[config.mk]
export PLATFORM = sky130hd
export DESIGN_NAME = pwm_update_scheduler
export DESIGN_NICKNAME = d
export VERILOG_FILES = /design/src/rtl/pkg_pwm.sv /design/src/rtl/pwm_update_scheduler.sv
export SDC_FILE = /design/constraint.sdc
export NUM_CORES = 1
export LEC_CHECK = 0
export ABC_CLOCK_PERIOD_IN_PS = 2000
export CAP_MARGIN = 20
export CORE_MARGIN = 5
export CORE_UTILIZATION = 49
export CTS_BUF_LIST = sky130_fd_sc_hd__clkbuf_4
export DETAILED_ROUTE_END_ITERATION = 12
export PLACE_DENSITY = 0.81
export REMOVE_ABC_BUFFERS = 1
export SETUP_SLACK_MARGIN = 0.4
export SYNTH_ARGS = -nofsm -noshare
export SYNTH_HDL_FRONTEND = slang
export SYNTH_SLANG_ARGS = --single-unit
[constraint.sdc]
create_clock -name clk -period 2 [get_ports clk]
set_input_delay 0.3 -clock clk [delete_from_list [all_inputs] [get_ports clk]]
set_output_delay 0.3 -clock clk [all_outputs]
set_load 0.02 [all_outputs]
[src/rtl/pkg_pwm.sv]
// Shared PWM types: modulator on/off state and shadow-register update point.
// Imported by every block that drives or consumes the shadow-register interface.
package PKG_pwm;

    typedef enum logic {
        PWM_OFF = 1'b0,
        PWM_ON  = 1'b1
    } _pwm_onoff;

    typedef enum logic [1:0] {
        UPD_ZERO      = 2'd0,
        UPD_MAX       = 2'd1,
        UPD_BOTH      = 2'd2,
        UPD_IMMEDIATE = 2'd3
    } _upd_mode;

    // A zero and a peak pulse in the same cycle count as one update point.
    function automatic logic upd_event(
        input _upd_mode mode,
        input logic     at_zero,
        input logic     at_peak,
        input logic     commit
    );
        case (mode)
            UPD_ZERO: return at_zero;
            UPD_MAX:  return at_peak;
            UPD_BOTH: return at_zero | at_peak;
            default:  return commit;
        endcase
    endfunction

endpackage

[src/rtl/pwm_update_scheduler.sv]
// Sequences PWM start/stop against the carrier and schedules shadow-register
// transfers (mask_event) so new duty values land only at the chosen update point.
module pwm_update_scheduler
    import PKG_pwm::*;
(
    input  logic        clk,
    input  logic        reset,
    input  logic        start_req,
    input  logic        stop_req,
    input  logic        cnt_zero,
    input  logic        cnt_max,
    input  _upd_mode    upd_mode,
    input  logic        cfg_commit,
    output logic        cfg_ack,
    output logic        mask_event,
    output _pwm_onoff   pwm_onoff,
    output logic        upd_pending,
    output logic [15:0] upd_count
);

    typedef enum logic [1:0] {
        S_OFF  = 2'd0,
        S_ARM  = 2'd1,
        S_RUN  = 2'd2,
        S_STOP = 2'd3
    } state_t;

    state_t      r_state;
    state_t      w_next_state;
    logic        r_mask_event;
    logic        r_cfg_ack;
    logic        r_upd_pending;
    logic [15:0] r_upd_count;
    _pwm_onoff   r_pwm_onoff;

    logic        w_active;
    logic        w_enter_off;
    logic        w_initial_load;
    logic        w_event;
    logic        w_service;
    logic        w_mask_d;
    logic        w_ack_d;
    logic        w_pending_d;
    _pwm_onoff   w_onoff_d;

    // NOTE: sequential state uses non-blocking assignments so every flop samples
    // pre-edge values regardless of process evaluation order.
    always_ff @(posedge clk) begin
        if (reset) begin
            r_state <= S_OFF;
        end else begin
            r_state <= w_next_state;
        end
    end

    // NOTE: every combinational output is defaulted first so no path leaves it
    // unassigned, which would otherwise infer a latch.
    always_comb begin
        w_next_state = r_state;
        case (r_state)
            S_OFF: begin
                if (start_req && !stop_req) w_next_state = S_ARM;
            end
            S_ARM: begin
                if (stop_req)      w_next_state = S_OFF;
                else if (cnt_zero) w_next_state = S_RUN;
            end
            S_RUN: begin
                if (stop_req) w_next_state = S_STOP;
            end
            S_STOP: begin
                // Stop only lands at carrier zero; a fresh start cancels it before then.
                if (cnt_zero)                    w_next_state = S_OFF;
                else if (start_req && !stop_req) w_next_state = S_RUN;
            end
            default: w_next_state = S_OFF;
        endcase
    end

    always_comb begin
        w_active       = (r_state == S_RUN) || (r_state == S_STOP);
        w_enter_off    = (r_state != S_OFF) && (w_next_state == S_OFF);
        w_initial_load = (r_state == S_ARM) && (w_next_state == S_RUN);
        w_event        = upd_event(upd_mode, cnt_zero, cnt_max, cfg_commit);

        // Leaving the active states flushes a pending commit without a transfer.
        w_service = w_active && !w_enter_off && w_event && (r_upd_pending || cfg_commit);

        w_mask_d = w_initial_load || w_service;

        // While off the shadow registers are transparent, so a commit is acked at once.
        w_ack_d = (!w_active && cfg_commit)
                || w_service
                || (w_enter_off && (r_upd_pending || cfg_commit));

        w_pending_d = r_upd_pending;
        if (w_enter_off || w_initial_load || w_service) begin
            w_pending_d = 1'b0;
        end else if (w_active && cfg_commit) begin
            w_pending_d = 1'b1;
        end

        w_onoff_d = PWM_OFF;
        if ((w_next_state == S_RUN) || (w_next_state == S_STOP)) begin
            w_onoff_d = PWM_ON;
        end
    end

    always_ff @(posedge clk) begin
        if (reset) begin
            r_mask_event  <= 1'b0;
            r_cfg_ack     <= 1'b0;
            r_upd_pending <= 1'b0;
            r_pwm_onoff   <= PWM_OFF;
        end else begin
            r_mask_event  <= w_mask_d;
            r_cfg_ack     <= w_ack_d;
            r_upd_pending <= w_pending_d;
            r_pwm_onoff   <= w_onoff_d;
        end
    end

    // Free-running tally of transfers; wraps naturally at 16 bits.
    always_ff @(posedge clk) begin
        if (reset) begin
            r_upd_count <= 16'd0;
        end else if (w_mask_d) begin
            r_upd_count <= r_upd_count + 16'd1;
        end
    end

    assign cfg_ack     = r_cfg_ack;
    assign mask_event  = r_mask_event;
    assign pwm_onoff   = r_pwm_onoff;
    assign upd_pending = r_upd_pending;
    assign upd_count   = r_upd_count;

endmodule

==> results of run 1 <==
[cell families (layout without fill, tap and decap cells)]
family                     after synthesis  in the layout  synth area share [%]
and+or+nand+nor                         46             46                  25.0
AOI/OAI and AO/OA                       39             41                  23.7
DFF                                     22             22                  41.9
buffers and inverters                    9             66                  4.40
muxes                                    3              3                  3.09
adders and majority gates                1              1                  1.19
xor gates and xnor gates                 1              1                 0.832
[worst max-delay path, stage by stage (launching register included)]
cell	delay [ns]
dfxtp_4	0.39
a21boi_4	0.22
o21ai_4	0.10
buf_4	0.15
o21a_4	0.23
buf_4	0.15
o21ai_0	0.29
a21oi_2	0.10
[power by group through the flow]
stage | Sequential [mW] | Clock (mW) | Combinational [mW]
5_1_grt | 0.440 | 0.375 | 0.105
3_5_place_dp | 0.457 | 0 | 0.0708
4_1_cts | 0.445 | 0.348 | 0.0866
3_3_place_gp | 0.457 | 0 | 0.0680
6_report | 0.440 | 0.357 | 0.0999
2_1_floorplan | 0.460 | 0 | 0.0215
[final timing paths]
path | from | endpoint | slack, ns
worst max register to register | r_state[1]$_SDFF_PP0_ | upd_count[9]$_SDFFE_PP0P_ | 0.25
worst min register to register | upd_count[10]$_SDFFE_PP0P_ | upd_count[10]$_SDFFE_PP0P_ | 0.51
worst min-delay path | upd_count[10]$_SDFFE_PP0P_ | upd_count[10]$_SDFFE_PP0P_ | 0.51
worst max-delay path | r_state[1]$_SDFF_PP0_ | upd_count[9]$_SDFFE_PP0P_ | 0.25
[per-layer routing]
metal  part of all wire (%)  up-vias  global-route usage [%]  routed length [µm]
li1                       -      581                       -                   -
met1                     38      651                    23.3                1700
met2                     50       94                    38.9                2210
met3                    7.3       27                    3.67                 325
met4                    4.5        0                    11.5                 201
met5                      0        -                       0                   0
[area by class of cell]
class                      count  area, µm²  area share [%]
sequential                    22        474            26.1
tap                           27       33.8            1.86
clock inverter                 1       30.0            1.66
timing repair buffer          58        504            27.8
multi-input combinational     92        734            40.5
inverter                       4       15.0           0.828
clock buffer                   3       22.5            1.24
[state kept, by name, indices dropped and copies added (netlist names)]
signal,flops
upd_count,16
r_state,2
cfg_ack,1
mask_event,1
pwm_onoff,1
upd_pending,1
[what timing repair did]
action	4_1_cts	5_1_grt
buffers inserted	13	9
endpoints found under the setup margin	34	18
pin swaps	11	18
cloned	2	0
resized for setup	41	38
[per-stage QoR]
step | utilization [%] | cell area [µm²] | TNS, ns
after floorplan | - | 1020 | 0
after detailed placement | 69.7 | 1400 | -2.71
after global placement | 69.7 | 1400 | -1.49
after global routing | 90.6 | 1810 | 0
after CTS | 80.0 | 1600 | 0
final | 90.6 | 1810 | 0
[placed cells by master, fill, tap and decap left out, types with 2 or more instances in the layout]
cell type and count:
a211oi_1 2, nand3_1 5, dlymetal6s2s_1 3, nand3_4 2, o21ai_1 2, a21oi_1 16
o31ai_4 2, clkdlybuf4s50_1 6, or4_1 3, buf_4 26, nand2_1 4, a21oi_2 2
dfxtp_1 9, or3_1 8, o21a_4 3, nand4_1 4, clkbuf_4 3, o31ai_1 3
o21ai_0 6, nand3_2 2, buf_6 4, inv_1 4, nor2_1 5, dfxtp_4 7
dfxtp_2 6, or4_4 3, dlygate4sd2_1 19
[synth_stat cells]
cell type   n
a221oi_1    1
o21ai_2     1
o21ai_0     8
buf_2       1
and3b_1     1
a221oi_2    1
a211oi_1    2
ha_1        1
nand4_1     4
a21oi_1    18
buf_4       1
and3_1      2
mux2_2      2
clkbuf_1    2
nor3b_1     1
o31ai_1     6
nand2b_1    1
and2_1      1
and4_1      1
xor2_1      1
mux2i_1     1
or3_1       9
or4_1       6
nand3_1     9
nand2_1     4
buf_6       1
o21a_4      1
dfxtp_1    22
inv_1       4
a21boi_2    1
nor2_1      7
==> impl_metrics.tcl, run 1 <==
set metrics [dict create \
    run_status "finished, final reports clean" \
    p_leak_nw 0.760 \
    drive_gt1_share_pct 41.1 \
    fin_crit_sh_pct 87.3 \
    grt.total_usage_pct 21.4 \
    fin_nets 191 \
    critPathLaunchType "flop" \
    via_per_inst 6.54 \
    synth_area_per_cell_um2 8.70 \
    ant_nets 0 \
    slew_headroom_pct 73.2 \
    period_minus_slack_ns 1.75 \
    synth_cell_types 31 \
    power_frac_clock_pct 39.8 \
    hold_path_depth 2 \
    r2r_cells 7 \
    yosysSeqAreaShare_pct 41.9 \
    pwr-share-seq_pct 49.0 \
    final_cell_count_no_fill 207 \
    finalWorstSetupSlack_ns 0.254 \
    rsz0062_at_grt "true" \
    clockBufferDepth 2 \
    cts_buffers 3 \
    antenna_found_initial 0 \
    pwr-share-comb_pct 11.1 \
    totalPowerFinal_mw 0.897 \
    syn_inst 121 \
    grt_pass1_vias 1213 \
    yosysWarningCount 0 \
    grt_max_degree 14 \
    end_kind "flop" \
    die_h_um 56.3 \
    io_buffers 28 \
    start_util_pct 52.6 \
    drt-total-wl_mm 4.44 \
    cp.arrival_ns 1.96 \
    maxCapViolations 0 \
    grt-ovfl-total 0 \
    dp_hpwl_mm 1.81 \
    wl_per_cell_um 21.4 \
    critPathRequiredTime_ns 2.22 \
    power_density_nw_per_um2 494 \
    syn_area_um2 1050 \
    critPathMaxFanout 4 \
    clock-sinks 22 \
    fin_skew_ns 0.00856 \
    route.detailed.drc 0 \
    synth_top_area_share_pct 41.9 \
    gp_congestion 0.741 \
    cts_tree "done" \
    antenna_cells 0 \
    die_x_um 56.3 \
    worstSetupPathType "reg2reg" \
    finalMaxSlewViolations 0 \
    place_ws_ns -0.218 \
    clockRootBuffer "clkbuf_4" \
    insertion_delay_ns 0.33 \
    via_count 1353 \
    drt_iter0_drc 79 \
    ir_drop_mv 0.453 \
    p_int_mw 0.686 \
    ios 29 \
    ys_top_cells_by_area "dfxtp_1, a21oi_1, or3_1" \
    synth_seq_cells 22 \
    finalSetupViolations 0 \
    worst_hold_slack_ns 0.512 \
    worstMarginPinSlew_ns 0.400 \
    syn_to_final_growth_pct 72.4 \
    synth_top_area_cell "dfxtp_1" \
    hold_violations 0 \
    nFillCells 84 \
    hold_buffers 0 \
    worstHoldPathType "reg2reg" \
    fmax_mhz 573 \
    dp_cells 179 \
    dieArea_um2 3170 \
    core_area_um2 2000 \
    path_clk_slew_ns 0.14 \
    h-tree-depth 1 \
    switchingPower_mw 0.211 \
    grt_pass1_wl_mm 5.47 \
    switching_share_pct 23.5 \
    rows 16 \
    firstDrtPassIters 4 \
]
Note: power is estimated with default switching activity, not from simulation.
==> inputs of run 2 (changes only) <==
- SLEW_MARGIN: unset -> 0
==> results of run 2 <==
No change in the layout: final DEF, timing and power equal those of run 1.
==> inputs of run 3 (changes only) <==
- GPL_TIMING_DRIVEN: unset -> 0
==> run 3 against run 2 <==
Net effect:
- via count down 11%
- combinational power fell by 19%
- fmax increased by 3.2%
- hold slack worse by 0.14 ns
- clock power fell by 41%
- wire length decreased by 19%
- utilization down 8.4 points
- register-to-register slack improved by 0.05 ns
- worst setup slack better by 0.054 ns
- non-clock buffer count fell by 14
- global-route usage fell by 0.56 points
- first-iteration DRC count fell by 37%
==> impl_metrics.tcl, run 3 (synthesis gave the netlist of run 1 again) <==
set metrics [dict create \
    wl_per_cell_um 18.8 \
    maxCapViolations 0 \
    via_per_inst 6.24 \
    path_clk_slew_ns 0.11 \
    die_x_um 56.3 \
    drt_iter0_drc 50 \
    clockBufferDepth 2 \
    io_buffers 28 \
    start_util_pct 52.6 \
    worstMarginPinSlew_ns 0.961 \
    cts_tree "done" \
    critPathBufInv 0 \
    worstHoldPathType "in2reg" \
    grt_pass1_wl_mm 5.34 \
    critPathMaxFanout 9 \
    antenna_cells 0 \
    p_leak_nw 0.677 \
    firstDrtPassIters 5 \
    critPathLaunchType "flop" \
    rows 16 \
    grt_pass1_vias 1129 \
    end_kind "flop" \
    syn_to_final_growth_pct 56.4 \
    via_count 1198 \
    fin_crit_sh_pct 84.6 \
    run_status "finished, final reports clean" \
    slew_headroom_pct 35.7 \
    cpLargestDelayFamily "simple AND/OR/NAND/NOR gates" \
    power_density_nw_per_um2 445 \
    fin_skew_ns 0.0103 \
    ir_drop_mv 0.423 \
    grt.total_usage_pct 20.8 \
    core_area_um2 2000 \
    route.detailed.drc 0 \
    cp_slowest_stage_delay_ns 0.53 \
    totalPowerFinal_mw 0.732 \
    clockRootBuffer "clkbuf_4" \
    die_h_um 56.3 \
    grt-ovfl-total 0 \
    ios 29 \
    path_cells "and3_1 > nand3_1 > or4_1 > a21oi_1" \
    finalMaxSlewViolations 0 \
    clock-sinks 22 \
    critPathRequiredTime_ns 2.22 \
    rsz0062_at_grt "true" \
    largest_reg_flops 16 \
    period_minus_slack_ns 1.69 \
    crit_path_top_delay_cell "or4_1" \
    nFillCells 138 \
    ant_nets 0 \
    cts_buffers 3 \
    worstSetupPathType "reg2reg" \
    final_common_cell "dlygate4sd2_1" \
    insertion_delay_ns 0.32 \
    drt-total-wl_mm 3.60 \
    h-tree-depth 1 \
    grt_max_degree 23 \
    antenna_found_initial 0 \
    cp.arrival_ns 1.91 \
    hold_violations 0 \
    layout_common_cells "dlygate4sd2_1, buf_4, a21oi_1" \
    fin_nets 177 \
    finish.utilization_pct 82.2 \
    gp_congestion 0.743 \
    dp_hpwl_mm 1.70 \
    fmax_mhz 591 \
    dieArea_um2 3170 \
    drive_gt1_share_pct 37.6 \
    finalSetupViolations 0 \
]
-- run 3: stage by stage --
| stage | TNS [ns] | setup slack [ns] | cell area [µm²] | hold WS (ns) | std cells |
|---|---|---|---|---|---|
| after CTS | 0 | 0.362 | 1510 | 0.497 | 187 |
| after floorplan | 0 | 0.329 | 1020 | 0.369 | 116 |
| after global placement | -2.51 | -0.187 | 1340 | 0.465 | 171 |
| final | 0 | 0.308 | 1650 | 0.373 | 192 |
| after detailed placement | -3.79 | -0.272 | 1340 | 0.476 | 171 |
| after global routing | 0 | 0.267 | 1650 | 0.398 | 192 |
-- run 3: final cells by class --
class                      count  area (µm²)  area share (%)
clock buffer                   3        22.5            1.37
sequential                    22         469            28.5
inverter                       4        15.0           0.913
multi-input combinational     92         717            43.6
tap                           27        33.8            2.05
timing repair buffer          44         388            23.6
-- run 3: worst register-to-register path: stages, from the launching register on --
cell and delay [ns]:
dfxtp_2 0.43, and3_1 0.30, nand3_1 0.15, or4_1 0.53, a21oi_1 0.19
-- run 3: power breakdown --
group	internal (mW)	switching, mW
Sequential	0.437	0.00481
Combinational	0.0366	0.0445
Clock	0.0705	0.138
Total	0.545	0.187
-- run 3: layer usage --
metal  part of all wire, %  wire, µm  track usage, %
met5                     0         0               0
met1                    41      1470            24.3
met4                   2.2        78            7.80
met3                   4.9       176            4.59
met2                    52      1870            36.9
-- run 3: what timing repair did --
action,in CTS,in global routing
buffers inserted,11,5
gates cloned,2,0
hold buffers,0,0
gates resized for setup,43,34
endpoints found under the setup margin,34,22
pin swaps,19,17
-- run 3: final timing paths --
kind	endpoint	cells after the start	startpoint	slack, ns
worst max-delay path	upd_count[15]$_SDFFE_PP0P_	4	upd_count[2]$_SDFFE_PP0P_	0.31
worst min-delay path	cfg_ack$_SDFF_PP0_	3	cfg_commit	0.37
worst max register to register	upd_count[15]$_SDFFE_PP0P_	4	upd_count[2]$_SDFFE_PP0P_	0.31
worst min register to register	upd_count[6]$_SDFFE_PP0P_	2	upd_count[6]$_SDFFE_PP0P_	0.50
